===== config.mk =====
export PLATFORM = sky130hd
export DESIGN_NAME = gpi
export DESIGN_NICKNAME = d
export VERILOG_FILES = /design/src/rtl/gpi.sv
export SDC_FILE = /design/constraint.sdc
export NUM_CORES = 1
export LEC_CHECK = 0
export ABC_AREA = 1
export CORE_MARGIN = 2
export CORE_UTILIZATION = 50
export CTS_CLUSTER_SIZE = 28
export DETAILED_ROUTE_END_ITERATION = 7
export PLACE_DENSITY = 0.81
export SLEW_MARGIN = 5
export SYNTH_ARGS = -nofsm -noshare
export SYNTH_HDL_FRONTEND = slang
export SYNTH_SLANG_ARGS = --single-unit

===== constraint.sdc =====
create_clock -name clk -period 2.85 [get_ports clk]
set_input_delay 0.4275 -clock clk [delete_from_list [all_inputs] [get_ports clk]]
set_output_delay 0.4275 -clock clk [all_outputs]
set_load 0.01 [all_outputs]

===== src/rtl/gpi.sv =====
// General-purpose input core for the MMIO slot bus.
// Synchronises W input pins, latches enabled rising/falling edges into sticky
// write-1-to-clear flags and raises a level interrupt for enabled pending flags.
//
// Word map (addr[4:3] must be 0, otherwise reads return 0 and writes are dropped):
//   0 DATA      synchronised pin levels, read-only
//   1 EDGE_CAP  sticky edge flags, write 1 to clear
//   2 RISE_EN   per-pin rising-edge capture enable
//   3 FALL_EN   per-pin falling-edge capture enable
//   4 IRQ_EN    per-pin interrupt enable
//   5..7        reserved, read 0
module gpi #(
  parameter int W = 8
) (
  input  logic          clk,
  input  logic          reset_n,
  input  logic          cs,
  input  logic          read,
  input  logic          write,
  input  logic [4:0]    addr,
  input  logic [31:0]   wr_data,
  output logic [31:0]   rd_data,
  input  logic [W-1:0]  din,
  output logic          irq
);

  localparam logic [2:0] REG_DATA     = 3'd0;
  localparam logic [2:0] REG_EDGE_CAP = 3'd1;
  localparam logic [2:0] REG_RISE_EN  = 3'd2;
  localparam logic [2:0] REG_FALL_EN  = 3'd3;
  localparam logic [2:0] REG_IRQ_EN   = 3'd4;

  // Synchroniser stages: s1 may be metastable, s2 is the clean level,
  // s3 is s2 one clock later and is used only to find transitions.
  logic [W-1:0] s1_q, s1_d;
  logic [W-1:0] s2_q, s2_d;
  logic [W-1:0] s3_q, s3_d;

  // Software-visible state.
  logic [W-1:0] edge_cap_q, edge_cap_d;
  logic [W-1:0] rise_en_q,  rise_en_d;
  logic [W-1:0] fall_en_q,  fall_en_d;
  logic [W-1:0] irq_en_q,   irq_en_d;

  // Per-pin transition and capture qualifiers.
  logic [W-1:0] rise;
  logic [W-1:0] fall;
  logic [W-1:0] hit;
  logic [W-1:0] w1c_mask;

  // Bus decode.
  logic wr_en;
  logic in_window;
  logic wr_cap;
  logic wr_rise;
  logic wr_fall;
  logic wr_irq;

  // Reads are side-effect free, so the read strobe and the write data bits
  // above W carry no information for this core.
  logic unused_bus;
  assign unused_bus = ^{read, wr_data};

  // Decode a register write; accesses outside the 8-word window are dropped.
  always_comb begin
    wr_en     = cs & write;
    in_window = (addr[4:3] == 2'b00);
    wr_cap    = wr_en & in_window & (addr[2:0] == REG_EDGE_CAP);
    wr_rise   = wr_en & in_window & (addr[2:0] == REG_RISE_EN);
    wr_fall   = wr_en & in_window & (addr[2:0] == REG_FALL_EN);
    wr_irq    = wr_en & in_window & (addr[2:0] == REG_IRQ_EN);
  end

  // Per-pin edge detection against the delayed copy, qualified by the enables.
  // Only s2/s3 are compared, so an enable written now can only see transitions
  // of s2 that happen afterwards: no retroactive capture.
  for (genvar gi = 0; gi < W; gi++) begin : g_edge
    assign rise[gi]     = s2_q[gi] & ~s3_q[gi];
    assign fall[gi]     = ~s2_q[gi] & s3_q[gi];
    assign hit[gi]      = (rise[gi] & rise_en_q[gi]) | (fall[gi] & fall_en_q[gi]);
    assign w1c_mask[gi] = wr_cap & wr_data[gi];
  end

  // Next-state for the synchroniser chain and all software registers.
  // A fresh hit is ORed in after the clear so it survives a colliding W1C.
  always_comb begin
    s1_d       = din;
    s2_d       = s1_q;
    s3_d       = s2_q;
    edge_cap_d = (edge_cap_q & ~w1c_mask) | hit;
    rise_en_d  = rise_en_q;
    fall_en_d  = fall_en_q;
    irq_en_d   = irq_en_q;
    if (wr_rise) begin
      rise_en_d = wr_data[W-1:0];
    end
    if (wr_fall) begin
      fall_en_d = wr_data[W-1:0];
    end
    if (wr_irq) begin
      irq_en_d = wr_data[W-1:0];
    end
  end

  // State registers; reset clears everything, including the sync chain,
  // so the post-reset refill from din is seen with all enables at 0.
  always_ff @(posedge clk or negedge reset_n) begin
    if (!reset_n) begin
      s1_q       <= '0;
      s2_q       <= '0;
      s3_q       <= '0;
      edge_cap_q <= '0;
      rise_en_q  <= '0;
      fall_en_q  <= '0;
      irq_en_q   <= '0;
    end else begin
      s1_q       <= s1_d;
      s2_q       <= s2_d;
      s3_q       <= s3_d;
      edge_cap_q <= edge_cap_d;
      rise_en_q  <= rise_en_d;
      fall_en_q  <= fall_en_d;
      irq_en_q   <= irq_en_d;
    end
  end

  // Read mux on address alone; the slot bus qualifies it with cs/read.
  always_comb begin
    rd_data = '0;
    if (addr[4:3] == 2'b00) begin
      case (addr[2:0])
        REG_DATA:     rd_data[W-1:0] = s2_q;
        REG_EDGE_CAP: rd_data[W-1:0] = edge_cap_q;
        REG_RISE_EN:  rd_data[W-1:0] = rise_en_q;
        REG_FALL_EN:  rd_data[W-1:0] = fall_en_q;
        REG_IRQ_EN:   rd_data[W-1:0] = irq_en_q;
        default:      rd_data = '0;
      endcase
    end
  end

  // Interrupt is a pure AND-OR of registers, so it cannot glitch and drops
  // immediately when reset clears the flags.
  assign irq = |(edge_cap_q & irq_en_q);

endmodule


==> results.sh <==
export IMPL_leakage_nw=1.41
export IMPL_netlist_instances=290
export IMPL_rsz0062_at_grt="no"
export IMPL_arrival_ns=2.29
export IMPL_fin_crit_sh=0.953
export IMPL_finalSetupViolations=0
export IMPL_synth_top_cells_by_area="dfrtp_1, buf_4, nand2_1, nand3_1, o21ai_2"
export IMPL_vias_per_cell=5.21
export IMPL_slowest_stage="clkdlybuf4s50_1"
export IMPL_dpl_hpwl_um=3650
export IMPL_synth_edf_count=0
export IMPL_die_area_um2=6030
export IMPL_drc=0
export IMPL_clockBufferDepth=2
export IMPL_peakVddDrop_mv=0.334
export IMPL_yosysTopAreaCell="dfrtp_1"
export IMPL_overflow=0
export IMPL_start_util=0.524
export IMPL_avgSynthCellArea_um2=9.35
export IMPL_grt_total_usage=0.195
export IMPL_final_cells=399
export IMPL_synthArstFlopShare=1.00
export IMPL_grt_pass1_vias=1974
export IMPL_place_inst=391
export IMPL_synth_common_cells="dfrtp_1, nand2_1, nand3_1, nor2_1, buf_4"
export IMPL_area_delta_synth_final_pct=14.8
export IMPL_synth_top_cell_area_share=0.517
export IMPL_status="finished clean"
export IMPL_drt_iter0_markers=217
export IMPL_yosysMostFrequentCell="dfrtp_1"
export IMPL_cap_violations=0
export IMPL_worst_pin_slew_ns=1.09
export IMPL_core_um2=5170
export IMPL_finalHoldViolations=0
export IMPL_path_cells="clkdlybuf4s50_1 > buf_12 > nor2_4 > nand3_1 > nand3_1 > nor2_1 > nor2_1 > clkdlybuf4s50_1"
export IMPL_clkLatencyLatePin_ns=0.30
export IMPL_portBuffers=33
export IMPL_cts_tree="yes"
export IMPL_ant_nets=0
export IMPL_critPathCaptureType="primary output"
export IMPL_wl_um=5420
export IMPL_holdBufCountCts=0
export IMPL_total_power_w=0.00159
export IMPL_dieHeight_um=77.7
export IMPL_root_buffer="clkbuf_8"
export IMPL_h_tree_depth=2
export IMPL_fmax_ghz=0.368
export IMPL_drive_gt1_frac=0.134
export IMPL_min_path_type="input pin to asynchronous set/reset pin"
export IMPL_diodes=0
export IMPL_syn_area_um2=2710
export IMPL_antenna_found_initial=0
export IMPL_grt_pass1_wl_um=9210
export IMPL_clkSlewWorstSetupHoldPaths_ns=0.09
export IMPL_cts_setup_buffers=0
export IMPL_yosysWarnings=0
export IMPL_final_net_count=379
export IMPL_cts_resized=0
export IMPL_place_gp_congestion=0.817
export IMPL_cts_sinks=56
export IMPL_critical_path_required_ns=2.42
export IMPL_power_density_nw_per_um2=511
export IMPL_ioPinCount=83
export IMPL_ys_ff_latch=56
export IMPL_skew_ns=0.00347
export IMPL_vias=2079
export IMPL_core_rowCount=26
export IMPL_relSlewSlack=0.275
export IMPL_crit_type="input pin to primary output"
export IMPL_slew_viol_final=0
export IMPL_numCtsBuffers=5
export IMPL_synth_flop_cell="dfrtp_1"
export IMPL_die_w_um=77.7
export IMPL_min_period_ns=2.72
export IMPL_crit_path_start_kind="input pin"
export IMPL_drtPass1Iterations=4
export IMPL_critical_path_max_stage_delay_ns=0.55
export IMPL_synth_cell_types=24
export IMPL_cp_max_fo=12
export IMPL_finalSetupTns_ns=0
export IMPL_grt_start_max_net_pins=52
export IMPL_yosysSeqAreaShare=0.517
export IMPL_wire_per_inst_um=13.6
[routing by layer]
layer	up-vias	wire length (um)	track usage
li1	994	-	-
met1	990	2180	0.264
met2	88	2720	0.309
met3	7	437	0.0453
met4	0	74	0.0696
met5	-	0	0
[cell families (layout without fill, tap and decap cells)]
family,Yosys count,after routing,share of synthesized area
compound gates,52,52,0.124
buf+inv,56,72,0.130
flops,56,56,0.517
other cells,1,24,0.00138
simple gates,125,125,0.228
[report_power, final]
part,switching [W],internal (W)
registers,0.0000531,0.000866
clock network,0.000233,0.000168
logic,0.000152,0.000121
total,0.000438,0.00115
[cell type report]
cell class / count / area, um2
fillers: 441 / 2060
multi-input cells: 201 / 1040
flip-flops and latches: 56 / 1400
repair buffers: 41 / 410
clock inverters: 1 / 5.00
clock buffers: 6 / 72.6
inverters: 24 / 92.6
well taps: 70 / 87.6
[sequential cells by signal (all words and copies together), names as in the netlist]
signal      flops
s3_q            8
s1_q            8
edge_cap_q      8
rise_en_q       8
irq_en_q        8
fall_en_q       8
s2_q            8
[path summary, 6_finish.rpt]
check | from | end | slack (ns) | depth (start not counted)
setup / recovery | addr[0] | rd_data[4] | 0.13 | 8
hold / removal | reset_n | edge_cap_q[4]$_DFF_PN0_ | 0.32 | 1
max in group asynchronous | reset_n | irq_en_q[3]$_DFFE_PN0P_ | 1.86 | 2
min in group clk | s1_q[4]$_DFF_PN0_ | s2_q[4]$_DFF_PN0_ | 0.35 | 0
hold reg to reg | s1_q[4]$_DFF_PN0_ | s2_q[4]$_DFF_PN0_ | 0.35 | 0
setup reg to reg | s2_q[5]$_DFF_PN0_ | edge_cap_q[5]$_DFF_PN0_ | 1.96 | 4
[placed cells by master, fill, tap and decap left out, types with 9 or more instances in the layout]
cell             instances
clkdlybuf4s50_1         32
o21ai_0                  9
nand3_1                 32
o21ai_2                 16
o21ai_1                 16
dfrtp_1                 56
nor2_1                  32
nand2_1                 43
inv_1                   21
conb_1                  24
[through the flow]
stage                     setup slack, ns  utilization  hold WS (ns)  cell area [um2]
after floorplan                      1.23            -         0.132             2800
after global placement              0.179        0.586         0.333             3030
after detailed placement            0.155        0.586         0.336             3030
after CTS                           0.140        0.601         0.355             3110
after global routing              0.00212        0.602         0.369             3110
final                               0.134        0.602         0.323             3110
[worst max-delay path, delay by kind of cell]
kind / cells / cell delay, ns
buffers and inverters: 3 / 1.18
and+or+nand+nor: 5 / 0.67
Power figures use the tool's default switching activity.
